## config.mk

```make
export PLATFORM = sky130hd
export DESIGN_NAME = uart_tx_cfg_flat
export DESIGN_NICKNAME = d
export VERILOG_FILES = /design/src/rtl/uart_pkg.sv /design/src/rtl/uart_tx_cfg_if.sv /design/src/rtl/uart_fifo.sv /design/src/rtl/uart_tx_cfg.sv /design/src/flat_wrapper.sv
export SDC_FILE = /design/constraint.sdc
export NUM_CORES = 1
export LEC_CHECK = 0
export ABC_AREA = 0
export BUFFER_PORTS_ARGS = -buffer_cell sky130_fd_sc_hd__buf_2
export CORE_UTILIZATION = 60
export CTS_CLUSTER_SIZE = 12
export DETAILED_ROUTE_END_ITERATION = 7
export HOLD_SLACK_MARGIN = 0.1
export PLACE_DENSITY = 0.89
export SLEW_MARGIN = 20
export SYNTH_ARGS = -nofsm -noshare
export SYNTH_HDL_FRONTEND = slang
export SYNTH_SLANG_ARGS = --single-unit
```

## constraint.sdc

```tcl
create_clock -name clk -period 3.1 [get_ports clk]
set_input_delay 0.62 -clock clk [delete_from_list [all_inputs] [get_ports clk]]
set_output_delay 0.62 -clock clk [all_outputs]
set_load 0.01 [all_outputs]
```

## src/rtl/uart_pkg.sv

```systemverilog
// Shared types and helpers for the configurable UART transmitter.
// Consumed by uart_tx_cfg and the future receive block.
package uart_pkg;

    typedef enum logic [2:0] {
        IDLE,
        START,
        DATA,
        PARITY,
        STOP
    } tx_state_e;

    localparam logic [1:0] PAR_NONE = 2'd0;
    localparam logic [1:0] PAR_EVEN = 2'd1;
    localparam logic [1:0] PAR_ODD  = 2'd2;

    // Frame length in bit periods: start + data + parity + stop bits.
    function automatic int frame_bits(
        input int   dw,
        input logic stop2,
        input logic par_en
    );
        return 1 + dw + (par_en ? 1 : 0) + (stop2 ? 2 : 1);
    endfunction

endpackage

```

## src/rtl/uart_tx_cfg_if.sv

```systemverilog
// Producer-side valid/ready word handshake for uart_tx_cfg.
// The producer is the master; the transmitter is the slave.
interface uart_tx_cfg_if #(
    parameter int DATA_W = 8
);
    logic              valid;
    logic              ready;
    logic [DATA_W-1:0] data;

    modport master (
        output valid,
        output data,
        input  ready
    );

    modport slave (
        input  valid,
        input  data,
        output ready
    );
endinterface

```

## src/rtl/uart_fifo.sv

```systemverilog
// Synchronous single-clock FIFO with fall-through head output.
// Push is ignored when full, pop is ignored when empty.
module uart_fifo #(
    parameter  int WIDTH = 8,
    parameter  int DEPTH = 4,
    localparam int AW    = $clog2(DEPTH)
) (
    input  logic             clk,
    input  logic             rst,
    input  logic             push,
    input  logic             pop,
    input  logic [WIDTH-1:0] din,
    output logic [WIDTH-1:0] dout,
    output logic             full,
    output logic             empty,
    output logic [AW:0]      level
);
    localparam logic [AW:0] LVL_FULL = (AW+1)'(DEPTH);

    logic [WIDTH-1:0] r_mem [DEPTH];
    logic [AW-1:0]    r_wr;
    logic [AW-1:0]    r_rd;
    logic [AW:0]      r_level;
    logic             w_push;
    logic             w_pop;

    assign full   = (r_level == LVL_FULL);
    assign empty  = (r_level == '0);
    assign level  = r_level;
    assign dout   = r_mem[r_rd];
    assign w_push = push && !full;
    assign w_pop  = pop && !empty;

    // Storage array; contents need no reset, pointers define validity.
    always_ff @(posedge clk) begin
        if (w_push) begin
            r_mem[r_wr] <= din;
        end
    end

    // Pointer and occupancy tracking.
    always_ff @(posedge clk) begin
        if (rst) begin
            r_wr    <= '0;
            r_rd    <= '0;
            r_level <= '0;
        end else begin
            if (w_push) begin
                r_wr <= r_wr + 1'b1;
            end
            if (w_pop) begin
                r_rd <= r_rd + 1'b1;
            end
            unique case ({w_push, w_pop})
                2'b10:   r_level <= r_level + 1'b1;
                2'b01:   r_level <= r_level - 1'b1;
                default: r_level <= r_level;
            endcase
        end
    end
endmodule

```

## src/rtl/uart_tx_cfg.sv

```systemverilog
// FIFO-buffered UART transmitter, LSB first, runtime baud/stop config.
// Define UART_TX_PARITY_EN to build the parity bit logic.
module uart_tx_cfg
    import uart_pkg::*;
#(
    parameter  int DATA_W     = 8,
    parameter  int FIFO_DEPTH = 4,
    parameter  int DIV_W      = 16,
    localparam int LW         = $clog2(FIFO_DEPTH) + 1
) (
    input  logic             clk,
    input  logic             rst,
    input  logic [DIV_W-1:0] clkdiv,
    input  logic             stop2,
    input  logic [1:0]       parity_mode,
    uart_tx_cfg_if.slave     s_if,
    output logic             tx,
    output logic             busy,
    output logic [LW-1:0]    level
);
    localparam int BW = $clog2(DATA_W);
    localparam logic [BW-1:0] LAST_BIT = BW'(DATA_W - 1);

    tx_state_e         r_state;
    logic              r_tx;
    logic [DIV_W-1:0]  r_div;
    logic [DIV_W-1:0]  r_cnt;
    logic [DATA_W-1:0] r_shift;
    logic [BW-1:0]     r_bit;
    logic              r_stop2;
    logic              r_stop_idx;
`ifdef UART_TX_PARITY_EN
    logic              r_par_en;
    logic              r_par;
`else
    logic              w_unused_pmode;
    assign w_unused_pmode = ^parity_mode;
`endif

    logic [DATA_W-1:0] w_dout;
    logic              w_full;
    logic              w_empty;
    logic              w_pop;
    logic              w_bit_end;

    assign w_pop     = (r_state == IDLE) && !w_empty;
    assign w_bit_end = (r_cnt == '0);

    uart_fifo #(
        .WIDTH (DATA_W),
        .DEPTH (FIFO_DEPTH)
    ) u_fifo (
        .clk   (clk),
        .rst   (rst),
        .push  (s_if.valid),
        .pop   (w_pop),
        .din   (s_if.data),
        .dout  (w_dout),
        .full  (w_full),
        .empty (w_empty),
        .level (level)
    );

    assign s_if.ready = !w_full;
    assign tx         = r_tx;
    assign busy       = (r_state != IDLE) || (level != '0);

    // Frame sequencer: latches config at pop, shifts bits at the divided rate.
    always_ff @(posedge clk) begin
        if (rst) begin
            r_state    <= IDLE;
            r_tx       <= 1'b1;
            r_div      <= '0;
            r_cnt      <= '0;
            r_shift    <= '0;
            r_bit      <= '0;
            r_stop2    <= 1'b0;
            r_stop_idx <= 1'b0;
`ifdef UART_TX_PARITY_EN
            r_par_en   <= 1'b0;
            r_par      <= 1'b0;
`endif
        end else begin
            unique case (r_state)
                IDLE: begin
                    r_tx <= 1'b1;
                    if (!w_empty) begin
                        r_shift <= w_dout;
                        r_div   <= clkdiv;
                        r_cnt   <= clkdiv;
                        r_stop2 <= stop2;
`ifdef UART_TX_PARITY_EN
                        r_par_en <= (parity_mode == PAR_EVEN)
                                 || (parity_mode == PAR_ODD);
                        r_par    <= (^w_dout)
                                 ^ (parity_mode == PAR_ODD);
`endif
                        r_tx    <= 1'b0;
                        r_state <= START;
                    end
                end
                START: begin
                    if (w_bit_end) begin
                        r_cnt   <= r_div;
                        r_tx    <= r_shift[0];
                        r_bit   <= '0;
                        r_state <= DATA;
                    end else begin
                        r_cnt <= r_cnt - 1'b1;
                    end
                end
                DATA: begin
                    if (w_bit_end) begin
                        r_cnt <= r_div;
                        if (r_bit == LAST_BIT) begin
`ifdef UART_TX_PARITY_EN
                            if (r_par_en) begin
                                r_tx    <= r_par;
                                r_state <= PARITY;
                            end else begin
                                r_tx       <= 1'b1;
                                r_stop_idx <= 1'b0;
                                r_state    <= STOP;
                            end
`else
                            r_tx       <= 1'b1;
                            r_stop_idx <= 1'b0;
                            r_state    <= STOP;
`endif
                        end else begin
                            r_bit   <= r_bit + 1'b1;
                            r_shift <= r_shift >> 1;
                            r_tx    <= r_shift[1];
                        end
                    end else begin
                        r_cnt <= r_cnt - 1'b1;
                    end
                end
`ifdef UART_TX_PARITY_EN
                PARITY: begin
                    if (w_bit_end) begin
                        r_cnt      <= r_div;
                        r_tx       <= 1'b1;
                        r_stop_idx <= 1'b0;
                        r_state    <= STOP;
                    end else begin
                        r_cnt <= r_cnt - 1'b1;
                    end
                end
`endif
                STOP: begin
                    r_tx <= 1'b1;
                    if (w_bit_end) begin
                        if (r_stop2 && !r_stop_idx) begin
                            r_stop_idx <= 1'b1;
                            r_cnt      <= r_div;
                        end else begin
                            r_state <= IDLE;
                        end
                    end else begin
                        r_cnt <= r_cnt - 1'b1;
                    end
                end
                default: begin
                    r_tx    <= 1'b1;
                    r_state <= IDLE;
                end
            endcase
        end
    end
endmodule
```

## src/flat_wrapper.sv

```systemverilog
// flat-port wrapper written by rule: the top's interface ports become plain ports
module uart_tx_cfg_flat import uart_pkg::*;
#(
    parameter  int DATA_W     = 8,
    parameter  int FIFO_DEPTH = 4,
    parameter  int DIV_W      = 16,
    localparam int LW         = $clog2(FIFO_DEPTH) + 1
)
  (clk, rst, clkdiv, stop2, parity_mode, tx, busy, level, s_if_valid, s_if_data, s_if_ready);
  uart_tx_cfg_if #(.DATA_W(DATA_W)) s_if_i ();
  input  logic clk;
  input  logic rst;
  input  logic [DIV_W-1:0] clkdiv;
  input  logic stop2;
  input  logic [1:0] parity_mode;
  output logic tx;
  output logic busy;
  output logic [LW-1:0] level;
  input wire logic [$bits(s_if_i.valid)-1:0] s_if_valid;
  input wire logic [$bits(s_if_i.data)-1:0] s_if_data;
  output wire logic [$bits(s_if_i.ready)-1:0] s_if_ready;
  assign s_if_i.valid = s_if_valid;
  assign s_if_i.data = s_if_data;
  assign s_if_ready = s_if_i.ready;
  uart_tx_cfg #(.DATA_W(DATA_W), .FIFO_DEPTH(FIFO_DEPTH), .DIV_W(DIV_W)) u_core (.clk(clk), .rst(rst), .clkdiv(clkdiv), .stop2(stop2), .parity_mode(parity_mode), .s_if(s_if_i), .tx(tx), .busy(busy), .level(level));
endmodule
```

Word-level counts from Yosys, hierarchy flattened
Memories as Yosys holds them, arrays and structs flattened. A register that Yosys moved wholly into a read port is not among the register bits.
Cells that the tools add are included.
- add/sub/neg operators: 6
- equality and inequality tests: 16
- mux-type cells: 35
- bitwise logic cells: 1
- reductions and logical operators: 26
- operator list (cell ; count):
    16-bit 2-to-1 mux ; 4
    16-bit case mux with 3 select lines ; 1
    3-bit 2-to-1 mux ; 9
    8-bit 2-to-1 mux ; 3
    16-bit zero test ; 1
    8-bit case mux with 2 select lines ; 1
    16-bit by 1-bit subtractor with 16-bit output, second input constant ; 1
    3-bit case mux with 2 select lines ; 2
    3-bit case mux with 4 select lines ; 1
    1-bit 2-to-1 mux ; 10
    2-bit by 1-bit != test with 1-bit output, second input constant ; 5
    3-bit == test, second input constant ; 3
    3-bit nonzero test ; 3
    4-bit AND reduction ; 2
    2-bit nonzero test ; 4
    3-bit by 1-bit adder with 3-bit output, second input constant ; 2
    3-bit zero test ; 2
    2-bit != test, second input constant ; 3
    6-bit AND reduction ; 1
    5-bit AND reduction ; 1
    2-bit by 1-bit adder with 2-bit output, second input constant ; 2
    1-bit logical AND ; 4
    2-bit 2-to-1 mux ; 2
    2-bit AND reduction ; 2
    13 further kinds ; 15
- register bits after elaboration: 56
- RAM bits: 32
- input port bits: 30
- output and inout bits: 6
- memories: 1
- memory list (name ; depth ; bits a word ; read ports ; clocked after Yosys merged registers in ; write ports ; RTL line ; RTL):
    u_core.u_fifo.r_mem ; 4 ; 8 ; 1 ; 1 ; 1 ; uart_fifo.sv:20 ; logic [WIDTH-1:0] r_mem [DEPTH];

Logic depth before layout (Yosys ltp)
Gate-level depths: netlist of run 1.
- word-level depth: 6
- gate-level depth with buffers: 12
- mapped depth without buffers: 10

By module
Synthesis of run 1 repeated with hierarchy kept, for this count alone.
- cells, all modules: 439
- area total of the unflattened synthesis: 4413.0 um2
- modules (own cells, without submodules) (module ; instances ; cells an instance ; area each (um2)):
    uart_tx_cfg ; 1 ; 343 ; 2777.7
    uart_fifo ; 1 ; 96 ; 1635.3

Worst setup path after synthesis of run 1
OpenSTA, ideal clock, no wires.
- path type: register to register
- start: reg u_core.r_state[1]
- end: reg u_core.u_fifo.r_level[2] (netlist: u_core.u_fifo.level[2])
- library setup time: 0.070 ns
- data arrival time: 2.521 ns
- path slack: 0.509 ns
- cell stages (with the launch flop): 13
- clock period less this slack: 2.591 ns
- path through: dfxtp_1 clkbuf_1 clkbuf_1 nor2_1 nand2_1 inv_1 clkbuf_1 ha_1 inv_1 fa_1 xor2_1 or3_1 a21oi_1
- cells in the longest elaborated chain, start to end: 5
- elaborated cells on any way between the ends: 7
- classes of those cells: eq/ne: 2; mux: 1; reduce/logical: 4
- RTL lines (element ; RTL line ; RTL):
    from (decl) ; uart_tx_cfg.sv:24 ; tx_state_e r_state;
    from (signal assigned) ; uart_tx_cfg.sv:71 ; r_state <= IDLE;
    from (signal assigned) ; uart_tx_cfg.sv:99 ; r_state <= START;
    from (signal assigned) ; uart_tx_cfg.sv:107 ; r_state <= DATA;
    3-bit zero test (*) ; uart_tx_cfg.sv:46 ; assign w_pop = (r_state == IDLE) && !w_empty;
    1-bit logical AND (*) ; uart_tx_cfg.sv:46 ;
    via u_core.u_fifo.pop ; uart_fifo.sv:11 ; input logic pop,
    1-bit logical AND (*) ; uart_fifo.sv:32 ; assign w_pop = pop && !empty;
    2-bit by 1-bit == test with 1-bit output or 2-bit == test (tied branches) ; uart_fifo.sv:54 ; unique case ({w_push, w_pop})
    3-bit case mux with 2 select lines or 2-bit nonzero test (tied branches) ; -- ;
    to (signal assigned) ; uart_fifo.sv:55 ; 2'b10: r_level <= r_level + 1'b1;
    to (signal assigned) ; uart_fifo.sv:56 ; 2'b01: r_level <= r_level - 1'b1;
    to (signal assigned) ; uart_fifo.sv:57 ; default: r_level <= r_level;
    to (decl) ; uart_fifo.sv:23 ; logic [AW:0] r_level;
Mark *: on every way through the listed nets, which the timed path passes. The rest lies on a longest branch.
A chain may end at the register's enable or synchronous reset.

Worst setup path in the final report of run 1
- start: reg u_core.r_state[0]
- end: reg u_core.u_fifo.r_level[2] (netlist: u_core.u_fifo.level[2])
- cells in the longest elaborated chain, start to end: 5
- elaborated cells on any way between the ends: 7
- classes of those cells: eq/ne: 2; mux: 1; reduce/logical: 4
- RTL lines (element ; RTL line):
    3-bit zero test (*) ; uart_tx_cfg.sv:46
    1-bit logical AND (*) ; uart_tx_cfg.sv:46
    1-bit logical AND (*) ; uart_fifo.sv:32
    2-bit by 1-bit == test with 1-bit output or 2-bit == test (tied branches) ; uart_fifo.sv:54
    3-bit case mux with 2 select lines or 2-bit nonzero test (tied branches) ; --
Mark *: on every way between the ends. The rest lies on a longest branch, timed or not.

==> results.sh, run 1 <==
export IMPL_cts_hold_buf=0
export IMPL_synth_top_area_cell="dfxtp_1"
export IMPL_netlist_cell_type_count=59
export IMPL_avgSynthCellArea_um2=10.2
export IMPL_hp_start="s_if_data[7]"
export IMPL_rows=30
export IMPL_nets=494
export IMPL_p_leak_nw=1.83
export IMPL_routed_wirelength_mm=9.21
export IMPL_ctsResizeCount=0
export IMPL_period_minus_slack_ns=2.47
export IMPL_powerDensity_nw_per_um2=1010
export IMPL_ys_seq_area_share_pct=48.7
export IMPL_core_area_um2=6910
export IMPL_worst_r2r_cell_count=9
export IMPL_drive_gt1_share_pct=19.0
export IMPL_antenna_found_initial=0
export IMPL_place_area_um2=4590
export IMPL_place_ws_ns=0.693
export IMPL_internal_power_mw=2.76
export IMPL_end_kind="flip-flop"
export IMPL_min_delay_path_depth=1
export IMPL_insertion_delay_ns=0.37
export IMPL_num_vias=3361
export IMPL_synthAdderAreaFrac_pct=3.04
export IMPL_synth_compound_area_share_pct=16.3
export IMPL_post_route_period_util_pct=79.8
export IMPL_synthXorXnorAreaFrac_pct=3.21
export IMPL_area_delta_synth_final_pct=9.90
export IMPL_numCtsBuffers=9
export IMPL_ant_nets=0
export IMPL_grt_pass1_wl_mm=15.1
export IMPL_postLayoutSetupSlackWorst_ns=0.627
export IMPL_port_buffers=33
export IMPL_cp_data_arrival_time_ns=2.76
export IMPL_hold_class="in2reg"
export IMPL_dpl_hpwl_mm=6.24
export IMPL_grt_max_degree=43
export IMPL_power_clock_fraction_pct=16.6
export IMPL_r2r_setup_slack_ns=0.63
export IMPL_clkSinkCount=90
export IMPL_async_flop_share_pct=0
export IMPL_power_switching_mw=2.06
export IMPL_synthTopCellsByCount="nand2_1 (66), dfxtp_1 (58), edfxtp_1 (32), a21oi_1 (30), nor3_1 (25)"
export IMPL_wl_per_cell_um=16.6
export IMPL_synth_edf_count=32
export IMPL_crit_required_ns=3.39
export IMPL_p_comb_share_pct=46.2
export IMPL_relSlewSlack_pct=36.3
export IMPL_drv_cap=0
export IMPL_fin_skew_ns=0.00950
export IMPL_hold_slack_ns=0.456
export IMPL_critPathKind="reg2reg"
export IMPL_slew_violations=0
export IMPL_synth_flop_cell="dfxtp_1"
export IMPL_grtUsageTotal_pct=26.1
export IMPL_status="completed"
export IMPL_clockBufferDepth=2
export IMPL_final_cell_area_um2=4790
export IMPL_synth_area_um2=4360
export IMPL_drcViolationCount=0
export IMPL_ir_worst_vdd_uv=774
export IMPL_cts_tree="done"
export IMPL_drt_iter0_markers=288
export IMPL_r2r_start="u_core.r_state[0]"
export IMPL_die_w_um=87.3
export IMPL_synth_top_area_share_pct=26.6
export IMPL_start_kind="flip-flop"
export IMPL_routed_via_density=6.06
export IMPL_synth_simple_area_share_pct=17.6
export IMPL_rsz0062_at_grt="false"
export IMPL_worstHoldEndpoint="u_core.u_fifo.r_mem[1][7]"
export IMPL_syn_num_nets=468
export IMPL_grt_overflow=0
export IMPL_finalPower_mw=4.82
export IMPL_dieHeight_um=87.3
export IMPL_first_pass_iters=5
export IMPL_grt_pass1_vias=3219
export IMPL_yosysMostFrequentCell="nand2_1"
export IMPL_synthMuxAreaShare_pct=6.68
export IMPL_path_max_fanout=12
export IMPL_max_freq_mhz=404
export IMPL_initial_core_util_pct=63.2
export IMPL_finalSetupViolCount=0
export IMPL_cts_setup_buffers=0
export IMPL_hold_viol_final=0
export IMPL_yosysWarnings=0
export IMPL_io_pins=36
export IMPL_diodes=0
export IMPL_switching_share_pct=42.7
export IMPL_synth_top_family_by_area="simple AND/OR/NAND/NOR gates"
export IMPL_dieArea_um2=7610
export IMPL_synthCells=428
export IMPL_cts_htree_levels=3
export IMPL_worstMarginPinSlew_ns=0.948
export IMPL_fill_cells=516
export IMPL_tns_ns=0
export IMPL_gp_congestion=0.833
export IMPL_clk_pin_slew_worst_paths_ns=0.10
export IMPL_timing_rr_end="u_core.u_fifo.level[2]"
export IMPL_seqPwrFrac_pct=37.2
export IMPL_synth_area_leaders="dfxtp_1 (27%), edfxtp_1 (22%), nand2_1 (5.7%), mux4_2 (4.1%), a21oi_1 (3.4%)"
export IMPL_ys_ff_latch=90
export IMPL_cts_root_buf="clkbuf_8"
[cell families after synthesis]
| kind of cell | count (synthesis) |
|---|---|
| flip-flops | 90 |
| buffers and inverters | 42 |
| multiplexers | 19 |
| adder cells (fa/ha/maj) | 10 |
| XOR/XNOR | 16 |
| AO/OA/AOI/OAI | 94 |
| AND/OR/NAND/NOR | 157 |
[flip-flops by register name (all words and copies together) (netlist names), named ones only]
name and count:
u_core.r_cnt 16, u_core.r_shift 8, u_core.r_state 3, u_core.r_div 16, u_core.tx 1, u_core.u_fifo.r_rd 2, u_core.r_bit 3, u_core.u_fifo.r_mem 32
u_core.r_stop2 1, u_core.r_stop_idx 1, u_core.u_fifo.r_wr 2, u_core.u_fifo.level 3
[metal layers]
metal	vias to the layer above	global-route usage [%]	part of all wire (%)
met5	-	0	0
met3	15	7.39	6.1
li1	1611	-	-
met1	1607	31.0	40
met4	0	8.49	1.7
met2	128	45.5	52
[worst max-delay path by stage]
stage / start / endpoint / slack, ns / cells past startpoint
floorplan: u_core.r_state[1] / u_core.u_fifo.level[2] / 0.51 / 12
global placement: u_core.r_state[0] / u_core.u_fifo.level[2] / 0.76 / 9
detailed placement: u_core.r_state[0] / u_core.u_fifo.level[2] / 0.69 / 9
CTS: u_core.r_state[0] / u_core.u_fifo.level[2] / 0.64 / 9
global route: u_core.r_state[0] / u_core.u_fifo.level[2] / 0.49 / 9
finish: u_core.r_state[0] / u_core.u_fifo.level[2] / 0.63 / 9
[power by group through the flow]
stage	clock [mW]	sequential, mW	combinational [mW]
finish	0.800	1.79	2.23
CTS	0.811	1.79	2.21
global placement	0	1.79	2.11
global route	0.853	1.83	2.45
detailed placement	0	1.81	2.20
floorplan	0	1.70	1.79
[metrics by stage]
stage                     utilization (%)  cells
after CTS                            69.4    555
after floorplan                         -    428
after global routing                 69.4    555
after detailed placement             66.5    539
final                                69.4    555
after global placement               66.5    539
[cells in the final DEF, fill, tap and decap left out, types with 5 or more instances in the layout]
| master | synthesis | routed |
|---|---|---|
| buf_4 | 2 | 10 |
| inv_1 | 13 | 13 |
| nand3_1 | 7 | 7 |
| o211ai_1 | 5 | 5 |
| ha_1 | 9 | 9 |
| nand4_1 | 5 | 5 |
| buf_2 | 2 | 33 |
| dfxtp_1 | 58 | 58 |
| nor2_1 | 23 | 23 |
| clkbuf_8 | 0 | 9 |
| mux4_2 | 8 | 8 |
| xnor2_1 | 12 | 12 |
| o21ai_0 | 11 | 11 |
| a211oi_1 | 8 | 8 |
| mux2i_1 | 10 | 10 |
| a311oi_2 | 9 | 9 |
| a311oi_1 | 6 | 6 |
| o21bai_1 | 6 | 6 |
| and3_1 | 6 | 6 |
| nand2_1 | 66 | 66 |
| edfxtp_1 | 32 | 32 |
| nor3_1 | 25 | 25 |
| a21oi_1 | 30 | 30 |
[worst max-delay path, stage by stage, from the launching register on]
cell and delay (ns):
dfxtp_1 0.46, nor2_1 0.37, nand2_1 0.16, inv_1 0.12, ha_1 0.19, inv_1 0.06
fa_1 0.38, xor2_1 0.18, or3_1 0.31, a21oi_1 0.16
[final cells by class]
class | instances | area [um2] | share of cell area (%)
inverters | 13 | 48.8 | 1.02
well taps | 96 | 120 | 2.51
clock buffers | 9 | 124 | 2.58
clock inverters | 7 | 76.3 | 1.59
repair buffers | 44 | 260 | 5.43
flip-flops and latches | 90 | 2120 | 44.3
multi-input cells | 296 | 2040 | 42.6
Note: power is estimated with default switching activity, not from simulation.
==> run 2: changes to the inputs <==
Clock period 3.1 ns to 2.5 ns, I/O delays scaled along.
==> results.sh, run 2 (synthesis gave the netlist of run 1 again) <==
export IMPL_dpl_hpwl_mm=6.22
export IMPL_crit_cells=10
export IMPL_cts_root_buf="clkbuf_8"
export IMPL_drv_cap=0
export IMPL_layoutNonFillerInstCount=563
export IMPL_post_route_period_util_pct=93.3
export IMPL_port_buffers=33
export IMPL_rsz0062_at_grt="false"
export IMPL_insertion_delay_ns=0.37
export IMPL_max_freq_mhz=429
export IMPL_met3WireLength_um=567
export IMPL_cts_htree_levels=3
export IMPL_drt_iter0_markers=250
export IMPL_p_leak_nw=1.87
export IMPL_period_minus_slack_ns=2.33
export IMPL_tns_ns=0
export IMPL_min_delay_path_depth=1
export IMPL_routed_via_density=6.06
export IMPL_hold_viol_final=0
export IMPL_wl_per_cell_um=16.1
export IMPL_final_cell_mix="nand2_1 (66), dfxtp_1 (58), buf_2 (33)"
export IMPL_grt_pass1_wl_mm=15.1
export IMPL_finalSetupViolCount=0
export IMPL_ctsResizeCount=0
export IMPL_worstMarginPinSlew_ns=0.653
export IMPL_drive_gt1_share_pct=20.3
export IMPL_worst_r2r_cell_count=10
export IMPL_clockBufferDepth=2
export IMPL_dieArea_um2=7610
export IMPL_highest_layer="met4"
export IMPL_nets=502
export IMPL_area_delta_synth_final_pct=11.4
export IMPL_numCtsBuffers=9
export IMPL_io_pins=36
export IMPL_wl_met2_mm=4.53
export IMPL_cts_setup_buffers=0
export IMPL_ir_worst_vdd_uv=697
export IMPL_ant_nets=0
export IMPL_initial_core_util_pct=63.2
export IMPL_critPathKind="reg2reg"
export IMPL_hold_slack_ns=0.333
export IMPL_largest_reg_flops=32
export IMPL_status="completed"
export IMPL_die_w_um=87.3
export IMPL_hold_class="in2reg"
export IMPL_end_kind="flip-flop"
export IMPL_grt_overflow=0
export IMPL_layout_commonest_cell="nand2_1"
export IMPL_cts_tree="done"
export IMPL_gp_congestion=0.824
export IMPL_fin_skew_ns=0.0198
export IMPL_critPathMostFrequentCell="inv_1"
export IMPL_drcViolationCount=0
export IMPL_max_stage_delay_ns=0.39
export IMPL_start_kind="flip-flop"
export IMPL_core_area_um2=6910
export IMPL_grt_max_degree=27
export IMPL_clk_pin_slew_worst_paths_ns=0.11
export IMPL_cp_data_arrival_time_ns=2.63
export IMPL_relSlewSlack_pct=56.5
export IMPL_path_cells="inv_1 -> nand3_1 -> and2_1 -> inv_1 -> ha_1 -> inv_1 -> fa_1 -> xor2_1 -> or3_1 -> a21oi_1"
export IMPL_powerDensity_nw_per_um2=1240
export IMPL_regMostFlops="u_core.u_fifo.r_mem"
export IMPL_num_vias=3409
export IMPL_cp_num_buf_inv=3
export IMPL_slew_violations=0
export IMPL_crit_slowest_cell="fa_1"
export IMPL_r2r_setup_slack_ns=0.17
export IMPL_first_pass_iters=5
export IMPL_rows=30
export IMPL_routed_wirelength_mm=9.09
export IMPL_clkSinkCount=90
export IMPL_reg_top3="u_core.u_fifo.r_mem (32), u_core.r_cnt (16), u_core.r_div (16)"
export IMPL_crit_family="simple AND/OR/NAND/NOR gates"
export IMPL_path_max_fanout=6
export IMPL_antenna_found_initial=0
export IMPL_place_inst=547
export IMPL_grt_pass1_vias=3317
export IMPL_wl_met1_mm=3.80
export IMPL_diodes=0
export IMPL_grtUsageTotal_pct=25.8
export IMPL_finalPower_mw=6.02
export IMPL_crit_required_ns=2.80
export IMPL_dieHeight_um=87.3
export IMPL_cts_hold_buf=0
[run 2: changes by cell type in the layout (fill, tap and decap cells not counted)]
| cell | delta |
|---|---|
| buf_4 | +8 |
| clkinv_4 | +1 |
| clkinv_8 | +1 |
| inv_6 | -1 |
| inv_8 | -1 |
[run 2: final cells by class]
type / count / area [um2]
Clock buffer: 9 / 124
Clock inverter: 7 / 81.3
Fill cell: 522 / 2050
Inverter: 13 / 48.8
Multi-Input combinational cell: 296 / 2040
Sequential cell: 90 / 2120
Tap cell: 96 / 120
Timing Repair Buffer: 52 / 320
[run 2: through the flow]
step / utilization, % / setup WS, ns / area [um2]
final: 70.3 / 0.169 / 4860
after global routing: 70.3 / 0.0642 / 4860
after CTS: 70.3 / 0.227 / 4860
after detailed placement: 67.4 / 0.259 / 4650
after global placement: 67.4 / 0.371 / 4650
after floorplan: - / 0.0262 / 4360
[run 2: final timing paths]
| check | start | to |
|---|---|---|
| setup / recovery | u_core.u_fifo.level[0] | u_core.u_fifo.level[2] |
| hold / removal | s_if_data[2] | u_core.u_fifo.r_mem[1][2] |
| setup reg to reg | u_core.u_fifo.level[0] | u_core.u_fifo.level[2] |
| hold reg to reg | u_core.r_div[11] | u_core.r_div[11] |
[run 2: where the power goes]
part / switching [mW] / total, mW / internal, mW / leakage (nW)
Combinational: 1.64 / 2.84 / 1.20 / 1.00
Clock: 0.582 / 0.981 / 0.398 / 0.103
Sequential: 0.323 / 2.20 / 1.88 / 0.771
Total: 2.55 / 6.02 / 3.47 / 1.87
[run 2: layer usage]
layer / track usage (%) / vias up
met3: 7.01 / 18
li1: - / 1635
met2: 43.1 / 118
met5: 0 / -
met4: 10.9 / 0
met1: 31.6 / 1638
==> run 3: changes to the inputs <==
Settings changed: SYNTH_HIERARCHICAL set to 1.
==> results.sh, run 3 <==
export IMPL_diodes=0
export IMPL_synth_edf_count=32
export IMPL_finalPower_mw=5.53
export IMPL_clkSinkCount=90
export IMPL_start_kind="flip-flop"
export IMPL_layoutNonFillerInstCount=571
export IMPL_synth_flop_cell="dfxtp_1"
export IMPL_initial_core_util_pct=63.5
export IMPL_die_w_um=87.8
export IMPL_regMostFlops="u_core/u_fifo/r_mem"
export IMPL_gp_congestion=0.886
export IMPL_synthCells=439
export IMPL_synthTopCellsByCount="dfxtp_1 (58), nand2_1 (57), a21oi_1 (39), edfxtp_1 (32), nor2_1 (31)"
export IMPL_syn_num_nets=479
export IMPL_drv_cap=0
export IMPL_numCtsBuffers=9
export IMPL_yosysMostFrequentCell="dfxtp_1"
export IMPL_max_freq_mhz=411
export IMPL_path_max_fanout=6
export IMPL_area_delta_synth_final_pct=11.0
export IMPL_crit_family="simple AND/OR/NAND/NOR gates"
export IMPL_dieArea_um2=7700
export IMPL_grtUsageTotal_pct=27.4
export IMPL_max_stage_delay_ns=0.44
export IMPL_num_vias=3515
export IMPL_finalSetupViolCount=0
export IMPL_ys_seq_area_share_pct=48.1
export IMPL_hold_class="in2reg"
export IMPL_r2r_start="u_core/u_fifo/level[1]"
export IMPL_ir_worst_vdd_uv=507
export IMPL_grt_overflow=0
export IMPL_cp_data_arrival_time_ns=2.73
export IMPL_final_cell_mix="nand2_1 (57), dfxtp_1 (55), a21oi_1 (39)"
export IMPL_drcViolationCount=0
export IMPL_path_cells="nor3_4 -> or4_4 -> inv_2 -> o31ai_2 -> inv_1 -> ha_2 -> inv_1 -> fa_2 -> xor2_1 -> or3_1 -> a21oi_1"
export IMPL_cts_root_buf="clkbuf_8"
export IMPL_crit_required_ns=2.79
export IMPL_period_minus_slack_ns=2.44
export IMPL_relSlewSlack_pct=54.7
export IMPL_io_pins=36
export IMPL_ant_nets=0
export IMPL_synth_area_um2=4410
export IMPL_core_area_um2=6940
export IMPL_cts_tree="done"
export IMPL_p_leak_nw=1.78
export IMPL_clk_pin_slew_worst_paths_ns=0.10
export IMPL_powerDensity_nw_per_um2=1130
export IMPL_cts_htree_levels=3
export IMPL_reg_top3="u_core/u_fifo/r_mem (32), u_core/r_cnt (16), u_core/r_div (16)"
export IMPL_status="completed"
export IMPL_fin_skew_ns=0.0133
export IMPL_first_pass_iters=5
export IMPL_final_cell_area_um2=4900
export IMPL_layout_commonest_cell="nand2_1"
export IMPL_drt_iter0_markers=332
export IMPL_post_route_period_util_pct=97.4
export IMPL_hp_start="s_if_data[5]"
export IMPL_ys_ff_latch=90
export IMPL_yosysWarnings=6
export IMPL_avgSynthCellArea_um2=10.1
export IMPL_dieHeight_um=87.8
export IMPL_netlist_cell_type_count=69
export IMPL_dpl_hpwl_mm=6.37
export IMPL_hold_viol_final=0
export IMPL_grt_pass1_vias=3317
export IMPL_synth_area_leaders="dfxtp_1 (26%), edfxtp_1 (22%), nand2_1 (4.8%), a21oi_1 (4.4%), mux4_2 (4.1%)"
export IMPL_cp_num_buf_inv=3
export IMPL_cts_hold_buf=0
export IMPL_worstMarginPinSlew_ns=0.674
export IMPL_critPathKind="reg2reg"
export IMPL_place_inst=553
export IMPL_drive_gt1_share_pct=21.9
export IMPL_grt_pass1_wl_mm=16.0
export IMPL_nets=510
export IMPL_largest_reg_flops=32
export IMPL_place_area_um2=4680
export IMPL_clockBufferDepth=2
export IMPL_port_buffers=33
export IMPL_rows=30
export IMPL_wl_per_cell_um=16.6
export IMPL_end_kind="flip-flop"
export IMPL_synth_top_area_share_pct=26.3
export IMPL_routed_wirelength_mm=9.50
export IMPL_slew_violations=0
export IMPL_grt_max_degree=37
export IMPL_worstSetupStartpoint="u_core/u_fifo/level[1]"
export IMPL_synth_top_area_cell="dfxtp_1"
export IMPL_insertion_delay_ns=0.37
export IMPL_antenna_found_initial=0
export IMPL_routed_via_density=6.16
export IMPL_crit_slowest_cell="or4_4"
export IMPL_async_flop_share_pct=0
export IMPL_critPathMostFrequentCell="inv_1"
export IMPL_rsz0062_at_grt="false"
==> run 3: cell types whose count changed after synthesis, sizes merged, moves of 5 or more <==
cell,change
and2,+8
nor2,+10
and3,-6
clkbuf,-10
nand2,-10
a21oi,+10
buf,+11
xnor2,-9
nor3,-18
o211ai,+5
or3,+5
o21bai,-5
==> run 3: final timing paths <==
kind | cells after the start | end | slack [ns]
worst max-delay path | 11 | u_core/u_fifo/level[2] | 0.06
worst min-delay path | 1 | u_core/u_fifo/r_mem[0][5] | 0.34
worst max register to register | 11 | u_core/u_fifo/level[2] | 0.06
worst min register to register | 2 | u_core/r_div[12] | 0.46
==> run 3: repair_timing <==
action	in CTS	in global routing
hold endpoints to repair	0	0
setup buffers	0	2
setup endpoints to repair	0	1
resized for setup	0	1
==> run 3: logic make-up after synthesis <==
group	count (synthesis)	synth area share, %
simple gates	154	18.3
compound gates	113	17.6
flops	90	48.1
buf+inv	46	4.93
mux	18	6.41
fa+ha+maj	10	3.01
xor+xnor	8	1.59
==> run 3: area by class of cell <==
class	instances	area, um2
flip-flops and latches	90	2130
clock buffers	9	124
multi-input cells	303	2090
fillers	486	2050
well taps	96	120
clock inverters	7	76.3
repair buffers	50	293
inverters	16	60.1
==> run 3: layer usage <==
layer / vias to the layer above / share of wire (%) / routed length [um] / GRT usage (%)
met5: - / 0 / 0 / 0
met4: 0 / 2.4 / 227 / 11.8
met3: 31 / 7.7 / 735 / 7.92
met2: 165 / 48 / 4530 / 43.6
met1: 1650 / 42 / 4010 / 35.0
li1: 1669 / - / - / -
==> run 3: through the flow <==
| step | hold WS, ns | setup TNS, ns | util [%] | setup slack [ns] |
|---|---|---|---|---|
| after floorplan | 0.433 | -0.127 | - | -0.127 |
| after global placement | 0.440 | 0 | 67.4 | 0.173 |
| after detailed placement | 0.450 | 0 | 67.4 | 0.0496 |
| after CTS | 0.316 | 0 | 70.3 | 0.00174 |
| after global routing | 0.325 | 0 | 70.5 | 0.00606 |
| final | 0.337 | 0 | 70.5 | 0.0641 |
==> run 3: where the power goes <==
part / internal (mW) / total, mW / switching (mW)
registers: 1.86 / 2.17 / 0.313
logic: 0.977 / 2.38 / 1.41
clock network: 0.399 / 0.974 / 0.576
